`config.mk`:
```
export PLATFORM = sky130hd
export DESIGN_NAME = fir_tap_loader
export DESIGN_NICKNAME = d
export VERILOG_FILES = /design/src/rtl/fir_tap_loader.sv
export SDC_FILE = /design/constraint.sdc
export NUM_CORES = 1
export LEC_CHECK = 0
export CORE_MARGIN = 2
export CORE_UTILIZATION = 65
export DETAILED_ROUTE_END_ITERATION = 12
export DONT_BUFFER_PORTS = 1
export PLACE_DENSITY_LB_ADDON = 0.25
export SLEW_MARGIN = 20
export SYNTH_ARGS = -nofsm -noshare
export SYNTH_HDL_FRONTEND = slang
export SYNTH_SLANG_ARGS = --single-unit
export TNS_END_PERCENT = 5
```
`constraint.sdc`:
```
create_clock -name clk -period 5.6 [get_ports clk]
set_input_delay 0.84 -clock clk [delete_from_list [all_inputs] [get_ports clk]]
set_output_delay 0.84 -clock clk [all_outputs]
set_load 0.005 [all_outputs]
```
`src/rtl/fir_tap_loader.sv`:
```
// FIR tap loader: holds a shadow copy of the FIR taps and, on request,
// restarts the FIR tap programming and streams every tap in index order
// over a valid/ready interface, then waits for the FIR to acknowledge.
module fir_tap_loader #(
    parameter int unsigned G_NUM_TAPS_LOG2 = 4,
    parameter int unsigned G_TAP_WIDTH     = 16,
    parameter int unsigned G_DONE_TIMEOUT  = 64
) (
    input  logic                       clk,
    input  logic                       reset,
    input  logic                       cfg_wr_en,
    input  logic [G_NUM_TAPS_LOG2-1:0] cfg_wr_addr,
    input  logic [G_TAP_WIDTH-1:0]     cfg_wr_data,
    input  logic                       start,
    output logic                       busy,
    output logic                       done,
    output logic                       error,
    output logic                       fir_enable,
    output logic [G_TAP_WIDTH-1:0]     tap_dout,
    output logic                       tap_dout_valid,
    input  logic                       tap_dout_ready,
    input  logic                       tap_done
);

    localparam int unsigned LP_N     = 1 << G_NUM_TAPS_LOG2;
    localparam int unsigned LP_IDX_W = G_NUM_TAPS_LOG2 + 1;
    localparam int unsigned LP_CNT_W = $clog2(G_DONE_TIMEOUT) + 1;

    typedef enum logic [2:0] {
        SM_IDLE,
        SM_FIR_RESET,
        SM_PREFETCH,
        SM_STREAM,
        SM_WAIT_DONE
    } state_t;

    state_t                  r_state;
    logic                    r_busy;
    logic                    r_done;
    logic                    r_error;
    logic                    r_fir_enable;
    logic [LP_CNT_W-1:0]     r_cnt;
    logic [LP_IDX_W-1:0]     r_rd_idx;
    logic [LP_IDX_W-1:0]     r_xfer_cnt;
    logic                    r_done_seen;

    // Shadow memory and its registered read port
    logic [G_TAP_WIDTH-1:0]  r_mem [LP_N];
    logic [G_TAP_WIDTH-1:0]  r_rd_data;
    logic                    r_rd_vld;

    // Output register plus one-entry skid buffer
    logic [G_TAP_WIDTH-1:0]  r_dout;
    logic                    r_valid;
    logic [G_TAP_WIDTH-1:0]  r_skid;
    logic                    r_skid_vld;

    logic                    w_xfer;
    logic                    w_issue;
    logic [1:0]              w_occ;

    assign busy           = r_busy;
    assign done           = r_done;
    assign error          = r_error;
    assign fir_enable     = r_fir_enable;
    assign tap_dout       = r_dout;
    assign tap_dout_valid = r_valid;

    // Read-ahead control: issue a read whenever the data it returns is
    // guaranteed a slot in the output register or skid buffer.
    always_comb begin
        w_xfer  = r_valid & tap_dout_ready;
        w_occ   = {1'b0, r_valid} + {1'b0, r_skid_vld} + {1'b0, r_rd_vld}
                - {1'b0, w_xfer};
        w_issue = 1'b0;
        if (r_state == SM_FIR_RESET && r_cnt == LP_CNT_W'(1)) begin
            w_issue = 1'b1;
        end else if ((r_state == SM_PREFETCH || r_state == SM_STREAM) &&
                     r_rd_idx != LP_IDX_W'(LP_N) && w_occ < 2'd2) begin
            w_issue = 1'b1;
        end
    end

    // Shadow memory: writes only while idle; contents survive reset
    always_ff @(posedge clk) begin
        if (cfg_wr_en && !r_busy) begin
            r_mem[cfg_wr_addr] <= cfg_wr_data;
        end
        if (w_issue) begin
            r_rd_data <= r_mem[r_rd_idx[G_NUM_TAPS_LOG2-1:0]];
        end
    end

    // Load sequencer, read pipeline and output/skid datapath
    always_ff @(posedge clk) begin
        if (reset) begin
            r_state      <= SM_IDLE;
            r_busy       <= 1'b0;
            r_done       <= 1'b0;
            r_error      <= 1'b0;
            r_fir_enable <= 1'b0;
            r_cnt        <= '0;
            r_rd_idx     <= '0;
            r_xfer_cnt   <= '0;
            r_done_seen  <= 1'b0;
            r_rd_vld     <= 1'b0;
            r_dout       <= '0;
            r_valid      <= 1'b0;
            r_skid       <= '0;
            r_skid_vld   <= 1'b0;
        end else begin
            r_rd_vld <= w_issue;
            if (w_issue) begin
                r_rd_idx <= r_rd_idx + LP_IDX_W'(1);
            end

            // Skid entry is older than the read arriving this cycle, so it
            // drains first; arrivals park in the skid while output stalls.
            if (!r_valid || w_xfer) begin
                if (r_skid_vld) begin
                    r_dout     <= r_skid;
                    r_valid    <= 1'b1;
                    r_skid_vld <= r_rd_vld;
                    if (r_rd_vld) begin
                        r_skid <= r_rd_data;
                    end
                end else if (r_rd_vld) begin
                    r_dout  <= r_rd_data;
                    r_valid <= 1'b1;
                end else begin
                    r_valid <= 1'b0;
                end
            end else if (r_rd_vld) begin
                r_skid     <= r_rd_data;
                r_skid_vld <= 1'b1;
            end

            case (r_state)
                SM_IDLE: begin
                    if (start) begin
                        r_state      <= SM_FIR_RESET;
                        r_busy       <= 1'b1;
                        r_done       <= 1'b0;
                        r_error      <= 1'b0;
                        r_fir_enable <= 1'b0;
                        r_cnt        <= '0;
                        r_rd_idx     <= '0;
                        r_xfer_cnt   <= '0;
                        r_done_seen  <= 1'b0;
                    end
                end
                SM_FIR_RESET: begin
                    if (r_cnt == LP_CNT_W'(1)) begin
                        r_fir_enable <= 1'b1;
                        r_cnt        <= '0;
                        r_state      <= SM_PREFETCH;
                    end else begin
                        r_cnt <= r_cnt + LP_CNT_W'(1);
                    end
                end
                SM_PREFETCH: begin
                    r_state <= SM_STREAM;
                end
                SM_STREAM: begin
                    // An early acknowledge is remembered for the wait state
                    if (tap_done) begin
                        r_done_seen <= 1'b1;
                    end
                    if (w_xfer) begin
                        r_xfer_cnt <= r_xfer_cnt + LP_IDX_W'(1);
                        if (r_xfer_cnt == LP_IDX_W'(LP_N - 1)) begin
                            r_cnt   <= '0;
                            r_state <= SM_WAIT_DONE;
                        end
                    end
                end
                SM_WAIT_DONE: begin
                    if (tap_done || r_done_seen) begin
                        r_done       <= 1'b1;
                        r_busy       <= 1'b0;
                        r_fir_enable <= 1'b1;
                        r_state      <= SM_IDLE;
                    end else if (r_cnt == LP_CNT_W'(G_DONE_TIMEOUT - 1)) begin
                        r_error      <= 1'b1;
                        r_busy       <= 1'b0;
                        r_fir_enable <= 1'b0;
                        r_state      <= SM_IDLE;
                    end else begin
                        r_cnt <= r_cnt + LP_CNT_W'(1);
                    end
                end
                default: begin
                    r_state <= SM_IDLE;
                end
            endcase
        end
    end

endmodule
```
**Word-level counts from Yosys, hierarchy flattened**

Memory sizes are Yosys's and may differ from the RTL's. A register that Yosys moved wholly into a read port is not among the register bits.
Cells that the tools add are included.

- Bitwise operators: 1
- Eq/ne operators: 19
- Multiplexer cells: 49
- Add/subtract/negate cells: 6
- Reduce and logical (&&, ||, !) cells: 25
- $lt $le $gt $ge: 1

Operator list:

| cell | number |
|---|---|
| 16-bit 2-to-1 mux | 5 |
| 7-bit 2-to-1 mux | 6 |
| 7-bit one-hot mux with 4 select lines | 1 |
| 5-bit 2-to-1 mux | 5 |
| 1-bit 2-to-1 mux | 19 |
| 3-bit 2-to-1 mux | 6 |
| 2-bit inequality test, second input constant | 8 |
| 3-bit one-hot mux with 5 select lines | 1 |
| 3-bit AND reduction | 4 |
| 5-bit by 1-bit adder with 5-bit output, second input constant | 2 |
| 5-bit one-hot mux with 2 select lines | 1 |
| 1-bit one-hot mux with 2 select lines | 4 |
| 4-bit AND reduction | 2 |
| 2-bit nonzero test | 4 |
| 7-bit by 1-bit adder with 7-bit output, second input constant | 1 |
| 7-bit by 1-bit equality test with 1-bit output, second input constant | 1 |
| 7-bit by 6-bit equality test with 1-bit output, second input constant | 1 |
| 3-bit by 2-bit equality test with 1-bit output, second input constant | 2 |
| 6-bit AND reduction | 1 |
| 5-bit by 4-bit equality test with 1-bit output, second input constant | 1 |
| 5-bit inequality test, second input constant | 1 |
| 5-bit AND reduction | 1 |
| 1-bit logical AND | 4 |
| 2-bit by 1-bit inequality test with 1-bit output, second input constant | 2 |
| other kinds (15) | 18 |

- Bits in writable memories: 256
- Register bits after elaboration: 60
- Memories kept: 1
- Input bits: 26

Memory list:

| memory | depth | bits a word | read ports | clocked after memory_dff | wr ports | RTL line | text |
|---|---|---|---|---|---|---|---|
| r_mem | 16 | 16 | 1 | 1 | 1 | 48 | `logic [G_TAP_WIDTH-1:0] r_mem [LP_N];` |

**Depth between registers and ports, before layout**

Gate-level depths: netlist of run 1.

- Depth in word-level cells: 10
- Gate-level depth with buffers: 10
- Gate-level depth less buffers: 9

**Least setup slack after synthesis of run 1**

Ideal clock, no wire load.

- Path type: input to register
- Start point: in tap_dout_ready
- End point: reg r_rd_data[0], read port of r_mem (enable)
- Setup slack: 2.381 ns
- Arrival: 2.829 ns
- Cell stages on the path: 9
- Cells stage by stage: and2_1 -> ha_1 -> inv_1 -> ha_1 -> a21oi_1 -> xnor2_1 -> o32a_1 -> buf_6 -> nor2_1

- Word-level cells in the longest chain between the ends: 6

RTL lines:

| element | RTL line | text |
|---|---|---|
| start: declaration | 21 | `input logic tap_dout_ready,` |
| 1-bit bitwise AND | 72 | `w_xfer = r_valid & tap_dout_ready;` |
| 2-bit by 1-bit subtractor with 2-bit output | 74 | `- {1'b0, w_xfer};` |
| 2-bit less-than comparator | 79 | `r_rd_idx != LP_IDX_W'(LP_N) && w_occ < 2'd2) begin` |
| 1-bit logical AND | 79 |  |
| 1-bit 2-to-1 mux | 78 | `end else if ((r_state == SM_PREFETCH \|\| r_state == SM_STREAM) &&` |
| 1-bit 2-to-1 mux | 76 | `if (r_state == SM_FIR_RESET && r_cnt == LP_CNT_W'(1)) begin` |
| via w_issue | 59 | `logic w_issue;` |
| end: declaration | 49 | `logic [G_TAP_WIDTH-1:0] r_rd_data;` |

The timed path passes the listed nets, and every way through them passes these cells.
A chain may end at the register's enable or synchronous reset.

**Worst setup path after layout of run 1**

- Start point: reg r_rd_idx[0]
- End point: reg r_rd_data[7], read port of r_mem (data pin)

- Word-level cells in the longest chain between the ends: 5

RTL lines:

| element | RTL line | text |
|---|---|---|
| start: declaration | 43 | `logic [LP_IDX_W-1:0] r_rd_idx;` |
| start signal: assignment | 114 | `r_rd_idx <= r_rd_idx + LP_IDX_W'(1);` |
| 5-bit inequality test | 79 |  |
| 1-bit logical AND | 78 |  |
| 1-bit logical AND | 79 |  |
| 1-bit 2-to-1 mux | 78 |  |
| 1-bit 2-to-1 mux | 76 |  |

Parallel ways exist; a longest one is shown, timed or not.

==> flow_summary.yaml, run 1 <==
clock_network:
  cts_num_sinks: 332
  root_buffer: "clkbuf_16"
  cts_resized: 0
  htree_num_levels: 2
  post_cts_buffers: 0
  hold_buffers: 0
  clkTransAtPathRegs_ns: 0.06
  clk_latency_ns: 0.51
  numCtsBuffers: 34
  clockBufferDepth: 3
  cts_tree: "done"
floorplanning:
  die_w_um: 146
  die_y_um: 146
  num_rows: 51
  io_pins: 47
  dieArea_um2: 21300
  core_um2: 19600
  initial_core_util: 0.667
run_status:
  status: "completed"
setup_path:
  r2r-start: "r_rd_idx[0]"
  crit_fanout: 56
  crit_arrival_ns: 3.27
  crit_path_start_kind: "flip-flop"
  required_ns: 5.98
  crit_path_start: "r_rd_idx[0]"
  critical_path_class: "flip-flop to flip-flop"
  worstSetupEndpointType: "flip-flop"
synthesis:
  syn-cell-area_um2: 13100
  synth_ff_type: "edfxtp_1"
  synth_nets: 868
  synth_cells: 834
  ys_ff_latch: 332
  ys_seq_area_frac: 0.717
  synth.distinct_cells: 49
  synthArstFlopShare: 0
  yosysTopAreaCell: "edfxtp_1"
  synth_area_leaders: "edfxtp_1, dfxtp_1, mux2i_1"
  synth_common_cells: "edfxtp_1, mux2i_1, nand2_1"
  yosysMostFrequentCell: "edfxtp_1"
  synth_edf_count: 272
  synth_area_per_cell_um2: 15.7
  synth_top_area_share: 0.625
  ys.warnings.count: 0
timing:
  rsz0062_at_grt: "false"
  worstMarginPinSlew_ns: 1.08
  maxSlewViolCount: 0
  fin_crit_ns: 2.90
  fin_tns_setup_ns: 0
  worst_slack_ns: 2.70
  period_share: 0.517
  hold_viol_final: 0
  setup_viol: 0
  relSlewSlack: 0.278
  clock_skew_ns: 0.0214
  max_freq_mhz: 345
power_and_ir_drop:
  intPower_uw: 3950
  total_power_uw: 4930
  p_seq_frac: 0.555
  ir_worst_vdd_v: 0.000283
  swShare: 0.199
  power_frac_clock: 0.421
  p_leak_uw: 0.00444
  powerDensity_nw_per_um2: 342
  switchingPower_uw: 981
  comb_power_share: 0.025
routing:
  routedWlPerCell_um: 23.8
  vias: 7401
  ant_nets: 0
  drt_pass1_iterations: 5
  wirelength_mm: 27.0
  vias_per_cell: 6.53
  drc: 0
  drt_iter0_drc: 710
job:
  maxCapViolCount: 0
finish:
  final_net_count: 878
  layout-drive-gt1-share: 0.137
  multi_input_area_um2: 3460
  final.fill_count: 1135
  finalInstanceArea_um2: 14400
  antenna_cells: 0
  area_delta_synth_final_pct: 10.4
  seq_area_um2: 9370
placed_design:
  dp_hpwl_mm: 15.4
  portBuffers: 0
  place_ws_ns: 2.72
  placed_area_um2: 13400
  routabilityCongestion: 0.805
global_route:
  grt_max_degree: 57
  globalRouteOverflowTotal: 0
  gr-usage-all-layers: 0.257
  grt_pass1_vias: 7247
  antenna_found_initial: 0
  grt_first_pass_wirelength_mm: 41.5
hold_path:
  min_from: "reset"
  hold_path.class: "primary input to flip-flop"
[power groups by stage]
stage	Combinational, uW	Sequential (uW)	Clock, uW
5_1_grt	132	2740	2190
2_1_floorplan	109	2770	0
6_report	122	2730	2070
4_1_cts	122	2730	2100
3_3_place_gp	115	2780	0
3_5_place_dp	121	2790	0
[flip-flops by register name, indices dropped and copies added, names as in the netlist]
register,count
r_mem,256
r_rd_data,16
r_skid,16
tap_dout,16
r_cnt,7
r_rd_idx,5
r_xfer_cnt,5
r_state,3
busy,1
done,1
error,1
fir_enable,1
r_done_seen,1
r_rd_vld,1
r_skid_vld,1
tap_dout_valid,1
[area by class of cell]
type | count | share of cell area
timing repair buffer | 23 | 0.0120
multi-input combinational | 437 | 0.240
clock buffer | 45 | 0.0655
tap | 265 | 0.0230
sequential | 332 | 0.650
clock inverter | 15 | 0.00572
inverter | 16 | 0.00416
[final timing paths]
| kind | to | slack, ns | cells after the start |
|---|---|---|---|
| min reg2reg | r_skid[13] | 0.45 | 2 |
| max reg2reg | r_rd_data[7] | 2.70 | 5 |
| max | r_rd_data[7] | 2.70 | 5 |
| min | fir_enable | 0.42 | 1 |
[critical path, cell delays in order (launching register included)]
cell and delay, ns:
dfxtp_4 1.02, buf_4 0.56, mux2i_1 0.15, a221oi_1 0.67, a22oi_1 0.22, nand2_1 0.11
[cell families after synthesis]
group,count (synthesis),share of synthesized area
mux,112,0.116
compound gates,148,0.0783
fa+ha+maj,8,0.00766
xor+xnor,3,0.00201
flops,332,0.717
buf+inv,65,0.0206
simple gates,166,0.0579
[metal layers]
| layer | track usage | wire (um) |
|---|---|---|
| met3 | 0.0414 | 2100 |
| met5 | 0 | 0 |
| met4 | 0.0760 | 515 |
| met1 | 0.348 | 10600 |
| met2 | 0.437 | 13800 |
[metrics by stage]
step	cells	util	hold WS (ns)
floorplan	834	-	0.436
global placement	1073	0.684	0.436
CTS	1133	0.736	0.392
global route	1133	0.736	0.398
detailed placement	1073	0.684	0.441
finish	1133	0.736	0.417
[layout by cell type, fill, tap and decap left out, drive strengths merged, types with 23 or more instances in the layout]
| cell | Yosys | routed |
|---|---|---|
| edfxtp | 272 | 272 |
| mux2i | 80 | 80 |
| nand2 | 61 | 61 |
| dfxtp | 60 | 60 |
| nor2 | 48 | 48 |
| clkbuf | 32 | 45 |
| a21oi | 35 | 35 |
| a221oi | 32 | 32 |
| mux4 | 32 | 32 |
| o21ai | 25 | 25 |
| buf | 17 | 23 |
Note: power is estimated with default switching activity, not from simulation.
==> inputs of run 2 (changes only) <==
ABC_AREA = 1   (was unset)
CORE_UTILIZATION = 57   (was 65)
clock period = 2.51 ns   (was 5.6 ns; I/O delays follow)
==> flow_summary.yaml, run 2 <==
run_status:
  status: "completed"
finish:
  antenna_cells: 0
  final.fill_count: 1779
  finalNonFillerCells: 1577
  multi_input_area_um2: 3580
  largest_register_ffs: 256
  final_common_cell: "edfxtp_1"
  seq_area_um2: 9370
  layout-drive-gt1-share: 0.0978
  final_cell_mix: "edfxtp_1, nand2_1, nor2_1, o21ai_0, nand3_1"
  top_register: "r_mem"
  area_delta_synth_final_pct: 13.6
  final_net_count: 1267
routing:
  wirelength_mm: 31.1
  drt_pass1_iterations: 5
  drc: 0
  drt_iter0_drc: 1020
  vias: 9114
  routedWlPerCell_um: 19.7
  ant_nets: 0
  vias_per_cell: 5.78
setup_path:
  required_ns: 2.91
  crit_arrival_ns: 2.66
  crit_fanout: 23
  critical_path.slowest_cell: "dfxtp_1"
  worst-path-buf-inv: 2
  worstSetupEndpointType: "flip-flop"
  worst-path-stages: 13
  ff2ff_path_depth: 13
  crit_path_start_kind: "flip-flop"
  cp_common_cell: "nand2_1"
  crit_chain: "nand2_1, inv_1, ha_1, inv_1, ha_1, nand2_1, nand2_1, nand2_1, nand4_1, nand2_4, nand3_1, nand2_1, nor2_1"
  crit_family: "simple AND/OR/NAND/NOR gates"
  slowest_delay_ns: 0.41
  critical_path_class: "flip-flop to flip-flop"
  r2r_setup_slack_ns: 0.25
synthesis:
  yosysTopAreaCell: "edfxtp_1"
  synth_common_cells: "edfxtp_1, nand2_1, nor2_1"
  synth_area_per_cell_um2: 11.2
  synth_top_area_share: 0.611
  synth_cells: 1198
  synth_edf_count: 272
  yosysMostFrequentCell: "edfxtp_1"
  synth.distinct_cells: 36
  ys_seq_area_frac: 0.701
  synth_ff_type: "edfxtp_1"
  synth_area_leaders: "edfxtp_1, dfxtp_1, nand2_1"
  synthArstFlopShare: 0
  synth_nets: 1232
  ys.warnings.count: 0
  syn-cell-area_um2: 13400
  ys_ff_latch: 332
floorplanning:
  die_w_um: 157
  initial_core_util: 0.575
  io_pins: 47
  die_y_um: 157
  dieArea_um2: 24700
  core_um2: 23300
  num_rows: 56
job:
  maxCapViolCount: 0
power_and_ir_drop:
  intPower_uw: 10100
  swShare: 0.294
  p_seq_frac: 0.463
  powerDensity_nw_per_um2: 940
  switchingPower_uw: 4200
  comb_power_share: 0.193
  ir_worst_vdd_v: 0.000637
  p_leak_uw: 0.00538
  power_frac_clock: 0.344
timing:
  period_share: 0.901
  worst_slack_ns: 0.250
  relSlewSlack: 0.532
  hold_viol_final: 0
  fin_crit_ns: 2.26
  maxSlewViolCount: 0
  setup_viol: 0
  clock_skew_ns: 0.0120
  fin_tns_setup_ns: 0
  max_freq_mhz: 442
  worstMarginPinSlew_ns: 0.698
  rsz0062_at_grt: "false"
placed_design:
  place_inst: 1499
  dp_hpwl_mm: 18.9
  place_ws_ns: 0.348
  portBuffers: 0
  routabilityCongestion: 0.846
clock_network:
  clkTransAtPathRegs_ns: 0.06
  cts_resized: 0
  post_cts_buffers: 0
  cts_num_sinks: 332
  cts_tree: "done"
  htree_num_levels: 2
  numCtsBuffers: 34
  root_buffer: "clkbuf_16"
  clk_latency_ns: 0.51
  hold_buffers: 17
  clockBufferDepth: 3
hold_path:
  hold_path.class: "primary input to flip-flop"
  hold_path_depth: 3
global_route:
  gr-usage-all-layers: 0.254
  grt_max_degree: 92
  grt_first_pass_wirelength_mm: 47.9
  antenna_found_initial: 3
  grt_pass1_vias: 8788
  globalRouteOverflowTotal: 0
## run 2: worst paths after layout
path | from | endpoint
worst max-delay path | tap_dout_valid | r_rd_idx[3]
worst min-delay path | reset | r_state[2]
worst max register to register | tap_dout_valid | r_rd_idx[3]
worst min register to register | r_done_seen | r_done_seen
## run 2: layout make-up
class	count	area share
sequential	332	0.617
multi-input combinational	756	0.236
clock buffer	44	0.0633
timing repair buffer	62	0.0376
tap	319	0.0263
inverter	47	0.0118
clock inverter	17	0.00832
## run 2: stage by stage
step	hold slack (ns)	instance area (um^2)	utilization	total power [uW]
2_1_floorplan	0.429	13400	-	8560
3_3_place_gp	0.440	13900	0.599	9320
3_5_place_dp	0.443	13900	0.599	9350
4_1_cts	0.0224	15200	0.653	14300
5_1_grt	0.0428	15200	0.653	14900
6_report	0.0290	15200	0.653	14300
## run 2: worst register-to-register path: cells and delay by family, from the launching register on
| kind | cells | cell delay [ns] |
|---|---|---|
| DFF | 1 | 0.41 |
| buffers and inverters | 2 | 0.15 |
| and+or+nand+nor | 9 | 1.15 |
| adders and majority gates | 2 | 0.43 |
## run 2: cell families (layout without fill, tap and decap cells)
| group | count (synthesis) | in the layout | share of synthesized area |
|---|---|---|---|
| AOI/OAI and AO/OA | 215 | 215 | 0.0879 |
| xor gates and xnor gates | 3 | 3 | 0.00197 |
| adders and majority gates | 8 | 8 | 0.00749 |
| buffers and inverters | 110 | 170 | 0.0337 |
| DFF | 332 | 332 | 0.701 |
| and+or+nand+nor | 530 | 530 | 0.168 |
## run 2: per-layer routing
layer,vias up,part of all wire,GRT usage
li1,4286,-,-
met1,4342,0.42,0.350
met2,395,0.47,0.406
met3,87,0.078,0.0498
met4,4,0.032,0.0965
met5,-,0.00074,0
## run 2: power groups by stage
| stage | combinational, uW | sequential, uW | clock, uW |
|---|---|---|---|
| floorplan | 1970 | 6600 | 0 |
| global placement | 2600 | 6710 | 0 |
| detailed placement | 2630 | 6720 | 0 |
| CTS | 2750 | 6610 | 4960 |
| global route | 3090 | 6650 | 5170 |
| finish | 2760 | 6610 | 4910 |
